File: src/rtl/pipeline_ctrl_pkg.sv
// Shared definitions for the pipeline hazard controller.
package pipeline_ctrl_pkg;

  // Controller states: normal issue, one-cycle post-branch flush, memory freeze.
  typedef enum logic [1:0] {
    RUN    = 2'd0,
    FLUSH  = 2'd1,
    FREEZE = 2'd2
  } state_t;

  // Zero register: writes to it are discarded, so it never creates a dependency.
  localparam logic [4:0] XZR = 5'd31;

  // Default width of the performance counters.
  localparam int CNT_W_DEF = 16;

endpackage

File: src/rtl/hazard_detect.sv
// Combinational load-use and flag-dependency detection between decode and execute.
module hazard_detect
  import pipeline_ctrl_pkg::*;
(
  input  logic [4:0] DecRn,
  input  logic [4:0] DecRm,
  input  logic       DecUsesRn,
  input  logic       DecUsesRm,
  input  logic       DecFlagRead,
  input  logic [4:0] ExRd,
  input  logic       ExMemRead,
  input  logic       ExRegWrite,
  input  logic       ExFlagWrite,
  output logic       load_use,
  output logic       flag_hazard
);

  logic rn_match;
  logic rm_match;

  // A load result is not available until after memory, so a dependent read in decode must wait.
  always_comb begin
    rn_match    = DecUsesRn && (DecRn == ExRd);
    rm_match    = DecUsesRm && (DecRm == ExRd);
    load_use    = ExMemRead && ExRegWrite && (ExRd != XZR) && (rn_match || rm_match);
    flag_hazard = DecFlagRead && ExFlagWrite;
  end

endmodule

File: src/rtl/pipeline_hazard_ctrl.sv
// Pipeline hazard controller: stall, flush and freeze sequencing plus performance counters.
module pipeline_hazard_ctrl
  import pipeline_ctrl_pkg::*;
#(
  parameter int CNT_W = CNT_W_DEF
) (
  input  logic             clk,
  input  logic             reset,
  input  logic [4:0]       DecRn,
  input  logic [4:0]       DecRm,
  input  logic             DecUsesRn,
  input  logic             DecUsesRm,
  input  logic             DecFlagRead,
  input  logic [4:0]       ExRd,
  input  logic             ExMemRead,
  input  logic             ExRegWrite,
  input  logic             ExFlagWrite,
  input  logic             MemBrTaken,
  input  logic             MemBusy,
  output logic             PcWrite,
  output logic             IfIdWrite,
  output logic             IdExBubble,
  output logic             Flush,
  output logic             Freeze,
  output logic [CNT_W-1:0] StallCount,
  output logic [CNT_W-1:0] FlushCount
);

  state_t state, state_nxt;
  logic   load_use;
  logic   flag_hazard;

  hazard_detect u_hazard_detect (
    .DecRn       (DecRn),
    .DecRm       (DecRm),
    .DecUsesRn   (DecUsesRn),
    .DecUsesRm   (DecUsesRm),
    .DecFlagRead (DecFlagRead),
    .ExRd        (ExRd),
    .ExMemRead   (ExMemRead),
    .ExRegWrite  (ExRegWrite),
    .ExFlagWrite (ExFlagWrite),
    .load_use    (load_use),
    .flag_hazard (flag_hazard)
  );

  // State register; reset abandons any stall, flush or freeze in progress.
  always_ff @(posedge clk or posedge reset) begin
    if (reset) state <= RUN;
    else       state <= state_nxt;
  end

  // Next state and Mealy outputs, causes taken in priority order busy > branch > hazards.
  always_comb begin
    state_nxt  = RUN;
    PcWrite    = 1'b1;
    IfIdWrite  = 1'b1;
    IdExBubble = 1'b0;
    Flush      = 1'b0;
    Freeze     = 1'b0;
    if (reset) begin
      // Hold fetch and clear the pipe while reset is asserted.
      PcWrite   = 1'b0;
      IfIdWrite = 1'b0;
      Flush     = 1'b1;
    end else if (MemBusy) begin
      // Memory stalls everything; a coincident taken branch stays held in the frozen memory stage.
      PcWrite   = 1'b0;
      IfIdWrite = 1'b0;
      Freeze    = 1'b1;
      state_nxt = FREEZE;
    end else begin
      case (state)
        FLUSH: begin
          // Decode holds a bubble this cycle, so hazards against it are meaningless.
          state_nxt = RUN;
        end
        default: begin
          // RUN, and FREEZE once memory is ready, behave identically.
          if (MemBrTaken) begin
            Flush     = 1'b1;
            state_nxt = FLUSH;
          end else if (load_use || flag_hazard) begin
            PcWrite    = 1'b0;
            IfIdWrite  = 1'b0;
            IdExBubble = 1'b1;
          end
        end
      endcase
    end
  end

  // Saturating counts of bubble insertions and flushes.
  always_ff @(posedge clk or posedge reset) begin
    if (reset) begin
      StallCount <= '0;
      FlushCount <= '0;
    end else begin
      if (IdExBubble && (StallCount != {CNT_W{1'b1}})) StallCount <= StallCount + 1'b1;
      if (Flush && (FlushCount != {CNT_W{1'b1}}))      FlushCount <= FlushCount + 1'b1;
    end
  end

endmodule

File: config.mk
export PLATFORM = sky130hd
export DESIGN_NAME = pipeline_hazard_ctrl
export DESIGN_NICKNAME = d
export VERILOG_FILES = /design/src/rtl/pipeline_ctrl_pkg.sv /design/src/rtl/hazard_detect.sv /design/src/rtl/pipeline_hazard_ctrl.sv
export SDC_FILE = /design/constraint.sdc
export NUM_CORES = 1
export LEC_CHECK = 0
export BUFFER_PORTS_ARGS = -buffer_cell sky130_fd_sc_hd__clkbuf_2
export CAP_MARGIN = 20
export CORE_MARGIN = 3
export CORE_UTILIZATION = 54
export CTS_CLUSTER_DIAMETER = 200
export DETAILED_ROUTE_END_ITERATION = 16
export GPL_TIMING_DRIVEN = 0
export PLACE_DENSITY_LB_ADDON = 0.1
export SLEW_MARGIN = 0
export SYNTH_ARGS = -nofsm -noshare
export SYNTH_HDL_FRONTEND = slang
export SYNTH_HIERARCHICAL = 1
export SYNTH_SLANG_ARGS = --single-unit
File: constraint.sdc
create_clock -name clk -period 3.6 [get_ports clk]
set_input_delay 0 -clock clk [delete_from_list [all_inputs] [get_ports clk]]
set_output_delay 0 -clock clk [all_outputs]
set_load 0.03 [all_outputs]
==> results of run 1 <==
[stage by stage]
step           setup slack [ns]  power (mW)  std cells  util [%]
6_report                   1.38        1.23        304      75.0
2_1_floorplan              1.57       0.817        187         -
3_5_place_dp               1.27       0.957        293      71.4
3_3_place_gp               1.29       0.945        292      70.6
4_1_cts                    1.39        1.24        304      75.0
5_1_grt                    1.26        1.30        304      75.0
[routing by layer]
layer,routed length [um],vias up,share of wire [%]
met2,1950,73,47
met1,1830,810,44
met5,0,-,0
li1,-,820,-
met4,52,0,1.3
met3,311,8,7.5
[synth_stat cells]
| cell type | instances | share of area, % |
|---|---|---|
| a21oi_1 | 1 | 0.26 |
| a31oi_1 | 1 | 0.33 |
| and2_1 | 3 | 0.99 |
| and3_1 | 2 | 0.66 |
| and4_1 | 4 | 1.8 |
| buf_2 | 1 | 0.26 |
| buf_4 | 1 | 0.40 |
| buf_6 | 1 | 0.59 |
| buf_8 | 1 | 0.79 |
| clkbuf_1 | 2 | 0.40 |
| dfrtp_1 | 34 | 45 |
| ha_1 | 2 | 1.3 |
| inv_1 | 6 | 1.2 |
| mux2_2 | 5 | 3.0 |
| mux2i_1 | 1 | 0.53 |
| nand2_1 | 15 | 3.0 |
| nand3_1 | 11 | 2.9 |
| nand4_1 | 12 | 3.9 |
| nor2_1 | 7 | 1.4 |
| nor2b_4 | 1 | 0.72 |
| nor3_1 | 11 | 2.9 |
| nor3b_1 | 3 | 1.2 |
| nor4_1 | 16 | 5.3 |
| nor4_2 | 3 | 2.0 |
| nor4b_1 | 1 | 0.46 |
| o211ai_1 | 1 | 0.40 |
| o21ai_0 | 1 | 0.26 |
| o21bai_1 | 1 | 0.40 |
| or2_2 | 1 | 0.33 |
| or2b_2 | 1 | 0.46 |
| or4_4 | 1 | 0.59 |
| xnor2_1 | 3 | 1.4 |
| xor2_1 | 33 | 15 |
[worst min path at each step]
stage / startpoint / endpoint / slack, ns / cells past startpoint
2_1_floorplan: reset / Freeze / 0.11 / 1
5_1_grt: reset / FlushCount[3]$_DFFE_PP0P_ / 0.31 / 3
3_3_place_gp: reset / state[1]$_DFF_PP0_ / 0.24 / 2
3_5_place_dp: reset / state[0]$_DFF_PP0_ / 0.10 / 2
6_report: reset / FlushCount[3]$_DFFE_PP0P_ / 0.29 / 3
4_1_cts: reset / FlushCount[7]$_DFFE_PP0P_ / 0.27 / 3
[worst max-delay path, delay by kind of cell (launching register included)]
family                 cells  cell delay, ns
buffers and inverters      3            0.58
and+or+nand+nor            1            0.31
AOI/OAI and AO/OA          1            0.56
DFF                        1            0.43
[power breakdown]
| part | switching (mW) | leakage, nW | total, mW | internal (mW) |
|---|---|---|---|---|
| clock network | 0.134 | 0.0374 | 0.280 | 0.146 |
| registers | 0.0913 | 0.431 | 0.543 | 0.452 |
| logic | 0.265 | 0.704 | 0.405 | 0.140 |
[layout make-up]
cell class	count	area share [%]
clock inverter	3	1.88
sequential	34	35.4
timing repair buffer	65	15.1
multi-input combinational	141	40.9
buffer	6	1.93
clock buffer	5	1.56
tap	44	2.29
inverter	6	0.938
[kinds of logic (layout without fill, tap and decap cells)]
group / after synthesis / in the layout
simple gates: 92 / 92
xor+xnor: 36 / 36
flops: 34 / 34
buf+inv: 12 / 85
mux: 6 / 6
compound gates: 5 / 5
fa+ha+maj: 2 / 2
[flip-flops by register name (all words and copies together) (netlist names)]
signal      flops
state           2
FlushCount     16
StallCount     16
[repair_timing]
action	in CTS	in global routing
endpoints found under the setup margin	0	0
hold buffers	3	0
hold endpoints to repair	12	0
==> run_results.csv, run 1 <==
group,metric,value,unit
sta,relSlewSlack,47.8,%
grt,grt_busiest_layer,"met2",
sta,worst_pin_slew,0.777,ns
clock_tree,cts.sinks,34,
clock_tree,clock_latency,0.34,ns
setup_path,path_cells,"or2b_2, a31oi_1, buf_2, inv_1, clkbuf_2",
power_and_ir_drop,p_per_area,512,mW/mm^2
grt,grt.met1_usage,28.4,%
grt,use_met3,5.64,%
clock_tree,cts.clk_slew.worst_paths,0.12,ns
cells_and_area,multiInputGateArea,981,um^2
grt,antenna_found_initial,0,
yosys,ys_seq_elements,34,
cells_and_area,drive_gt1_share,33.1,%
yosys,synth_nets,214,
yosys,yosys_warnings,6,
sta,finalCritPeriodShare,61.6,%
grt,grt_max_degree,25,
cells_and_area,most-common-layout-cells,"61 x clkbuf_2, 34 x dfrtp_1, 33 x xor2_1, 16 x nor4_1, 15 x nand2_1",
cells_and_area,layout_commonest_cell,"clkbuf_2",
setup_path,rr_endpoint,"FlushCount[1]$_DFFE_PP0P_",
yosys,synth-compound-area-share,1.65,%
floorplanning,io_pins,62,
drt,routed_wirelength,4150,um
clock_tree,h-tree-depth,2,
yosys,syn_area,0.00190,mm^2
setup_path,required,3.60,ns
yosys,synthXorXnorAreaFrac,16.6,%
drt,antenna_left,0,
yosys,muxShareOfSynthArea,3.49,%
grt,grt_pass1_vias,1617,
setup_path,cp-endpoint,"Flush",
place,numPortBuffers,61,
sta,setup_tns,0,ns
yosys,ys_seq_area_share,44.8,%
sta,max_clock_freq,451,MHz
grt,overflow,0,
clock_tree,cts_setup_buffers,0,
clock_tree,clk_path_buf_depth,2,
yosys,synthCells,187,
drt,drtIter0Drc,188,
power_and_ir_drop,peakVddDrop,0.354,mV
setup_path,crit_type,"reg -> out",
cells_and_area,layout.nets,286,
sta,hold_violations,0,
drt,detail_route.wl_per_cell,13.6,um
sta,post-route-min-period,2.22,ns
drt,vias_per_cell,5.63,
drt,first_pass_iters,4,
cells_and_area,num-fill-cells,265,
drt,route.detailed.drc,0,
floorplanning,die_y,65.3,um
place,place_area,0.00229,mm^2
place,dp.final_hpwl,3070,um
sta,whs,0.289,ns
cells_and_area,regArea,851,um^2
floorplanning,die_w,65.3,um
setup_path,cp_slowest_cell,"a31oi_1",
sta,setup_viol,0,
setup_path,crit_fanout,10,
flow_run,drv_cap,0,
sta,finClkSkew,0.0145,ns
cells_and_area,post-route-cell-area,0.00240,mm^2
yosys,synth_top_family_by_area,"simple AND/OR/NAND/NOR gates",
floorplanning,initial_core_util,59.3,%
drt,dr_total_vias,1711,
setup_path,critPathLaunchType,"flip-flop",
yosys,ys_types,33,
floorplanning,dieArea,0.00427,mm^2
cells_and_area,synthToLayoutAreaGrowth,26.3,%
setup_path,cp.arrival,2.22,ns
setup_path,rr_worst_depth,5,
clock_tree,cts_tree,"built",
yosys,avgSynthCellArea,10.2,um^2
clock_tree,cts.repair.resized,0,
setup_path,crit_start,"state[1]$_DFF_PP0_",
sta,drv_slew,0,
setup_path,slowest_delay,0.56,ns
yosys,synthSimpleGateAreaFrac,28.6,%
grt,grt_first_pass_wirelength,7100,um
place,gp_congestion,0.807,
grt,grt_usage,20.9,%
setup_path,cp-end-kind,"output port",
clock_tree,clockRootBuffer,"clkbuf_4",
clock_tree,cts_buffers,5,
yosys,post_synth_fa_ha_maj_area_fraction,1.32,%
min_path,hold_class,"in -> async",
power_and_ir_drop,p_leak,1.17,nW
floorplanning,core-area,0.00320,mm^2
floorplanning,row_count,20,
grt,met2_usage,32.6,%
setup_path,worst-r2r-setup-slack,1.51,ns
outcome,status,"finished, final reports clean",
sta,rsz0062_at_grt,"no",
cells_and_area,diodes,0,
setup_path,timing.rr.start,"FlushCount[0]$_DFFE_PP0P_",
No activity file was read; power rests on OpenSTA's default activity.
==> inputs of run 2 (changes only) <==
Settings changed: CORE_UTILIZATION 54 to 50.
Clock period 3.6 ns to 2.3 ns, I/O delays scaled along.
==> run_results.csv, run 2 (same netlist as run 1, synthesis figures left out) <==
group,metric,value,unit
outcome,status,"finished, final reports clean",
flow_run,drv_cap,0,
clock_tree,cts.sinks,34,
power_and_ir_drop,swShare,39.5,%
grt,overflow,0,
clock_tree,clk_path_buf_depth,2,
setup_path,required,2.30,ns
drt,detail_route.wl_per_cell,13.5,um
drt,vias_per_cell,5.33,
sta,max_clock_freq,467,MHz
clock_tree,clock_latency,0.28,ns
clock_tree,h-tree-depth,2,
grt,grt_usage,19.1,%
setup_path,critPathLaunchType,"flip-flop",
sta,rsz0062_at_grt,"no",
place,gp_congestion,0.804,
clock_tree,cts_buffers,5,
cells_and_area,fin_util,69.0,%
sta,finalCritPeriodShare,93.1,%
power_and_ir_drop,p_per_area,802,mW/mm^2
drt,first_pass_iters,4,
clock_tree,clockRootBuffer,"clkbuf_8",
drt,dr_total_vias,1632,
place,numPortBuffers,61,
cells_and_area,synthToLayoutAreaGrowth,26.9,%
setup_path,cp.arrival,2.14,ns
power_and_ir_drop,p_comb_share,32.9,%
grt,grt_max_degree,26,
sta,hold_violations,0,
cells_and_area,diodes,0,
power_and_ir_drop,seq_power_share,43.9,%
drt,route.detailed.drc,0,
drt,antenna_left,0,
cells_and_area,num-fill-cells,296,
setup_path,cp-end-kind,"output port",
grt,grt_first_pass_wirelength,6680,um
sta,layout_setup_ws,0.159,ns
drt,routed_wirelength,4140,um
clock_tree,cts.repair.resized,0,
setup_path,crit_type,"reg -> out",
power_and_ir_drop,p_int,1.17,mW
place,pre_cts_ws,-0.0435,ns
floorplanning,io_pins,62,
sta,drv_slew,0,
cells_and_area,most-common-layout-cells,"61 x clkbuf_2, 34 x dfrtp_1, 33 x xor2_1, 16 x nor4_1, 15 x nand2_1",
sta,setup_viol,0,
cells_and_area,layout_commonest_cell,"clkbuf_2",
floorplanning,initial_core_util,54.4,%
floorplanning,dieArea,0.00458,mm^2
grt,grt_pass1_vias,1478,
cells_and_area,post-route-cell-area,0.00241,mm^2
power_and_ir_drop,p_leak,1.18,nW
cells_and_area,drive_gt1_share,32.7,%
floorplanning,die_w,67.7,um
floorplanning,core-area,0.00349,mm^2
power_and_ir_drop,switching_power,764,uW
sta,relSlewSlack,44.9,%
floorplanning,die_y,67.7,um
sta,finClkSkew,0.00237,ns
clock_tree,cts_tree,"built",
place,place_area,0.00229,mm^2
sta,setup_tns,0,ns
sta,worst_pin_slew,0.820,ns
clock_tree,cts.clk_slew.worst_paths,0.07,ns
cells_and_area,top_regs,"FlushCount (16), StallCount (16), state (2)",
min_path,hold_class,"in -> async",
power_and_ir_drop,p_clk_share,23.2,%
power_and_ir_drop,peakVddDrop,0.711,mV
grt,antenna_found_initial,0,
place,dp.final_hpwl,3110,um
cells_and_area,layout.nets,286,
setup_path,crit_fanout,10,
drt,drtIter0Drc,101,
floorplanning,row_count,21,
sta,post-route-min-period,2.14,ns
==> run 2: changes by cell type in the layout (fill, tap and decap cells not counted), sizes merged <==
cell,before,now
bufinv,1,0
clkinvlp,2,0
clkbuf,68,70
clkinv,0,1
==> run 2: layout make-up <==
type                            count  area [um^2]  share of cell area [%]
Sequential cell                    34          851                    35.3
Tap cell                           46         57.6                    2.39
Clock buffer                        7         86.3                    3.58
Multi-Input combinational cell    141          981                    40.7
Inverter                            6         22.5                   0.934
Clock inverter                      1         5.00                   0.207
Timing Repair Buffer               65          363                    15.0
Buffer                              6         46.3                    1.92
==> run 2: path summary, 6_finish.rpt <==
| kind | from | end | slack (ns) | cells past startpoint |
|---|---|---|---|---|
| worst max-delay path | state[1]$_DFF_PP0_ | Flush | 0.16 | 5 |
| worst min-delay path | reset | StallCount[11]$_DFFE_PP0P_ | 0.33 | 3 |
| worst max register to register | FlushCount[0]$_DFFE_PP0P_ | FlushCount[1]$_DFFE_PP0P_ | 0.17 | 5 |
| worst min register to register | FlushCount[15]$_DFFE_PP0P_ | FlushCount[15]$_DFFE_PP0P_ | 0.50 | 1 |
| max in group asynchronous | reset | FlushCount[4]$_DFFE_PP0P_ | 1.49 | 4 |
| min in group clk | reset | state[1]$_DFF_PP0_ | 0.50 | 3 |
==> run 2: repair_timing <==
item | CTS | global route
hold endpoints to repair | 12 | 0
buffers inserted | 0 | 0
hold buffers | 3 | 0
==> run 2: power by group through the flow <==
stage	Sequential [mW]	Combinational, mW	Clock (mW)
finish	0.848	0.636	0.450
detailed placement	0.854	0.639	0
global placement	0.854	0.623	0
floorplan	1.05	0.229	0
global route	0.871	0.685	0.487
CTS	0.846	0.642	0.467
==> run 2: per-stage QoR <==
step,instances,hold WS [ns],power [mW]
after CTS,306,0.324,1.96
after global routing,306,0.384,2.04
final,306,0.325,1.93
after floorplan,187,0.114,1.28
after global placement,294,0.250,1.48
after detailed placement,295,0.0784,1.49
==> run 2: per-layer routing <==
layer | global-route usage (%) | vias up | share of wire, %
met1 | 27.0 | 750 | 48
met5 | 0 | - | 0
li1 | - | 815 | -
met4 | 4.56 | 0 | 0.22
met2 | 28.9 | 65 | 43
met3 | 5.32 | 2 | 8.5
==> run 2: critical path, stage by stage (launching register included) <==
cell	delay, ns
dfrtp_1	0.40
or2b_2	0.31
a31oi_1	0.57
buf_2	0.34
inv_1	0.06
clkbuf_2	0.18
==> inputs of run 3 (changes only) <==
Settings changed: SYNTH_HIERARCHICAL 1 to unset.
==> run_results.csv, run 3 <==
group,metric,value,unit
outcome,status,"finished, final reports clean",
drt,antenna_left,0,
clock_tree,h-tree-depth,2,
grt,grt_pass1_vias,1480,
power_and_ir_drop,peakVddDrop,0.679,mV
yosys,syn_area,0.00183,mm^2
sta,setup_tns,0,ns
yosys,yosys-top-cells-area,"dfrtp_1 46%, xor2_1 11%, xnor2_1 7.2%",
cells_and_area,most-common-layout-cells,"61 x clkbuf_2, 34 x dfrtp_1, 23 x xor2_1, 19 x nor2_1, 19 x nand2_1",
place,numPortBuffers,61,
sta,finClkSkew,0.00617,ns
place,gp_congestion,0.755,
grt,grt_max_degree,22,
floorplanning,core-area,0.00344,mm^2
floorplanning,row_count,21,
floorplanning,dieArea,0.00442,mm^2
clock_tree,clockRootBuffer,"clkbuf_8",
place,pre_cts_ws,0.348,ns
drt,dr_total_vias,1548,
grt,grt_first_pass_wirelength,6550,um
setup_path,critPathLaunchType,"flip-flop",
yosys,ys_seq_elements,34,
sta,setup_viol,0,
sta,whs,0.263,ns
place,dpl.cell_count,294,
drt,vias_per_cell,5.08,
yosys,ys_types,29,
yosys,synthTopCellsByCount,"34 x dfrtp_1, 23 x xor2_1, 19 x nand2_1, 19 x nor2_1, 15 x xnor2_1",
min_path,hold_class,"in -> reg",
clock_tree,cts.sinks,34,
sta,relSlewSlack,57.7,%
power_and_ir_drop,p_per_area,775,mW/mm^2
clock_tree,cts_buffers,5,
power_and_ir_drop,p_leak,1.21,nW
yosys,synth_top_area_share,46.5,%
grt,overflow,0,
clock_tree,cts.clk_slew.worst_paths,0.07,ns
cells_and_area,layout.cells.non_filler,305,
clock_tree,clock_latency,0.28,ns
cells_and_area,layout.nets,285,
yosys,synth_flop_cell,"dfrtp_1",
flow_run,drv_cap,0,
clock_tree,cts_tree,"built",
sta,hold_violations,0,
min_path,hold_depth,4,
sta,post-route-min-period,1.96,ns
floorplanning,io_pins,62,
setup_path,crit_type,"reg -> out",
cells_and_area,top_regs,"FlushCount (16), StallCount (16), state (2)",
yosys,yosysMostFrequentCell,"dfrtp_1",
setup_path,rr_worst_depth,7,
place,dp.final_hpwl,2950,um
yosys,async_flop_share,100,%
setup_path,crit_fanout,10,
yosys,synth_nets,213,
yosys,synthCells,186,
cells_and_area,drive_gt1_share,32.8,%
cells_and_area,synthToLayoutAreaGrowth,28.2,%
yosys,yosys_warnings,0,
cells_and_area,diodes,0,
sta,drv_slew,0,
sta,max_clock_freq,509,MHz
grt,antenna_found_initial,0,
drt,first_pass_iters,4,
drt,route.detailed.drc,0,
drt,drtIter0Drc,58,
yosys,yosysTopAreaCell,"dfrtp_1",
setup_path,cp.arrival,1.96,ns
floorplanning,die_y,66.5,um
setup_path,required,2.30,ns
drt,routed_wirelength,3820,um
clock_tree,clk_path_buf_depth,2,
yosys,avgSynthCellArea,9.84,um^2
drt,detail_route.wl_per_cell,12.5,um
sta,worst_pin_slew,0.633,ns
setup_path,cp-end-kind,"output port",
yosys,synth-edff-count,0,
sta,finalCritPeriodShare,85.3,%
floorplanning,die_w,66.5,um
grt,grt_usage,19.5,%
cells_and_area,layout_commonest_cell,"clkbuf_2",
cells_and_area,fin_util,68.2,%
yosys,ys_seq_area_share,46.5,%
floorplanning,initial_core_util,53.2,%
sta,layout_setup_ws,0.337,ns
sta,rsz0062_at_grt,"no",
-- run 3: cell count changes after synthesis, sizes merged, moves of 4 or more --
| cell | delta |
|---|---|
| a21oi | +4 |
| and4 | -4 |
| inv | +4 |
| nand2 | +4 |
| nor2 | +12 |
| nor4 | -15 |
| xnor2 | +12 |
| xor2 | -10 |
-- run 3: area by class of cell --
| cell class | count | area [um^2] |
|---|---|---|
| fill | 306 | 1100 |
| buffer | 2 | 15.0 |
| clock buffer | 6 | 82.6 |
| tap | 46 | 57.6 |
| multi-input combinational | 140 | 927 |
| timing repair buffer | 65 | 363 |
| inverter | 10 | 37.5 |
| sequential | 34 | 851 |
| clock inverter | 2 | 12.5 |
-- run 3: cell families after synthesis --
logic type / synth area share [%]
adder cells (fa/ha/maj): 1.37
XOR/XNOR: 18.2
buffers and inverters: 2.87
AO/OA/AOI/OAI: 5.95
AND/OR/NAND/NOR: 23.9
flip-flops: 46.5
multiplexers: 1.23
-- run 3: stage by stage --
step           instance area, um^2  total power, mW
4_1_cts                       2350             1.84
3_3_place_gp                  2190             1.35
5_1_grt                       2350             1.94
2_1_floorplan                 1830             1.18
6_report                      2350             1.82
3_5_place_dp                  2220             1.37
-- run 3: critical path: stages, from the launching register on --
cell	delay [ns]
dfrtp_1	0.35
nand2b_1	0.18
nand2b_1	0.18
and3b_1	0.21
a21oi_2	0.27
buf_4	0.25
inv_1	0.05
clkbuf_2	0.17
-- run 3: per-layer routing --
layer | share of wire (%) | vias up | track usage [%]
met1 | 45 | 704 | 25.9
met4 | 1.5 | 0 | 6.85
met5 | 0 | - | 0
li1 | - | 783 | -
met3 | 7.0 | 7 | 6.58
met2 | 46 | 54 | 29.6
-- run 3: path summary, 6_finish.rpt --
check / start / endpoint / slack (ns)
max reg2reg: FlushCount[0]$_DFFE_PP0P_ / FlushCount[15]$_DFFE_PP0P_ / 0.35
min: MemBrTaken / StallCount[0]$_DFFE_PP0P_ / 0.26
max in group asynchronous: reset / StallCount[12]$_DFFE_PP0P_ / 1.39
min in group asynchronous: reset / FlushCount[3]$_DFFE_PP0P_ / 0.39
min reg2reg: FlushCount[11]$_DFFE_PP0P_ / FlushCount[11]$_DFFE_PP0P_ / 0.49
max: state[1]$_DFF_PP0_ / IdExBubble / 0.34
-- run 3: report_power, final --
group | switching (mW) | total, mW | internal, mW
clock | 0.217 | 0.457 | 0.240
combinational | 0.359 | 0.555 | 0.196
sequential | 0.116 | 0.805 | 0.689
total | 0.692 | 1.82 | 1.13
-- run 3: what timing repair did --
action	CTS	global route
buffers inserted	0	0
endpoints found under the hold margin	15	0
hold buffers	3	0
resized for setup	0	0
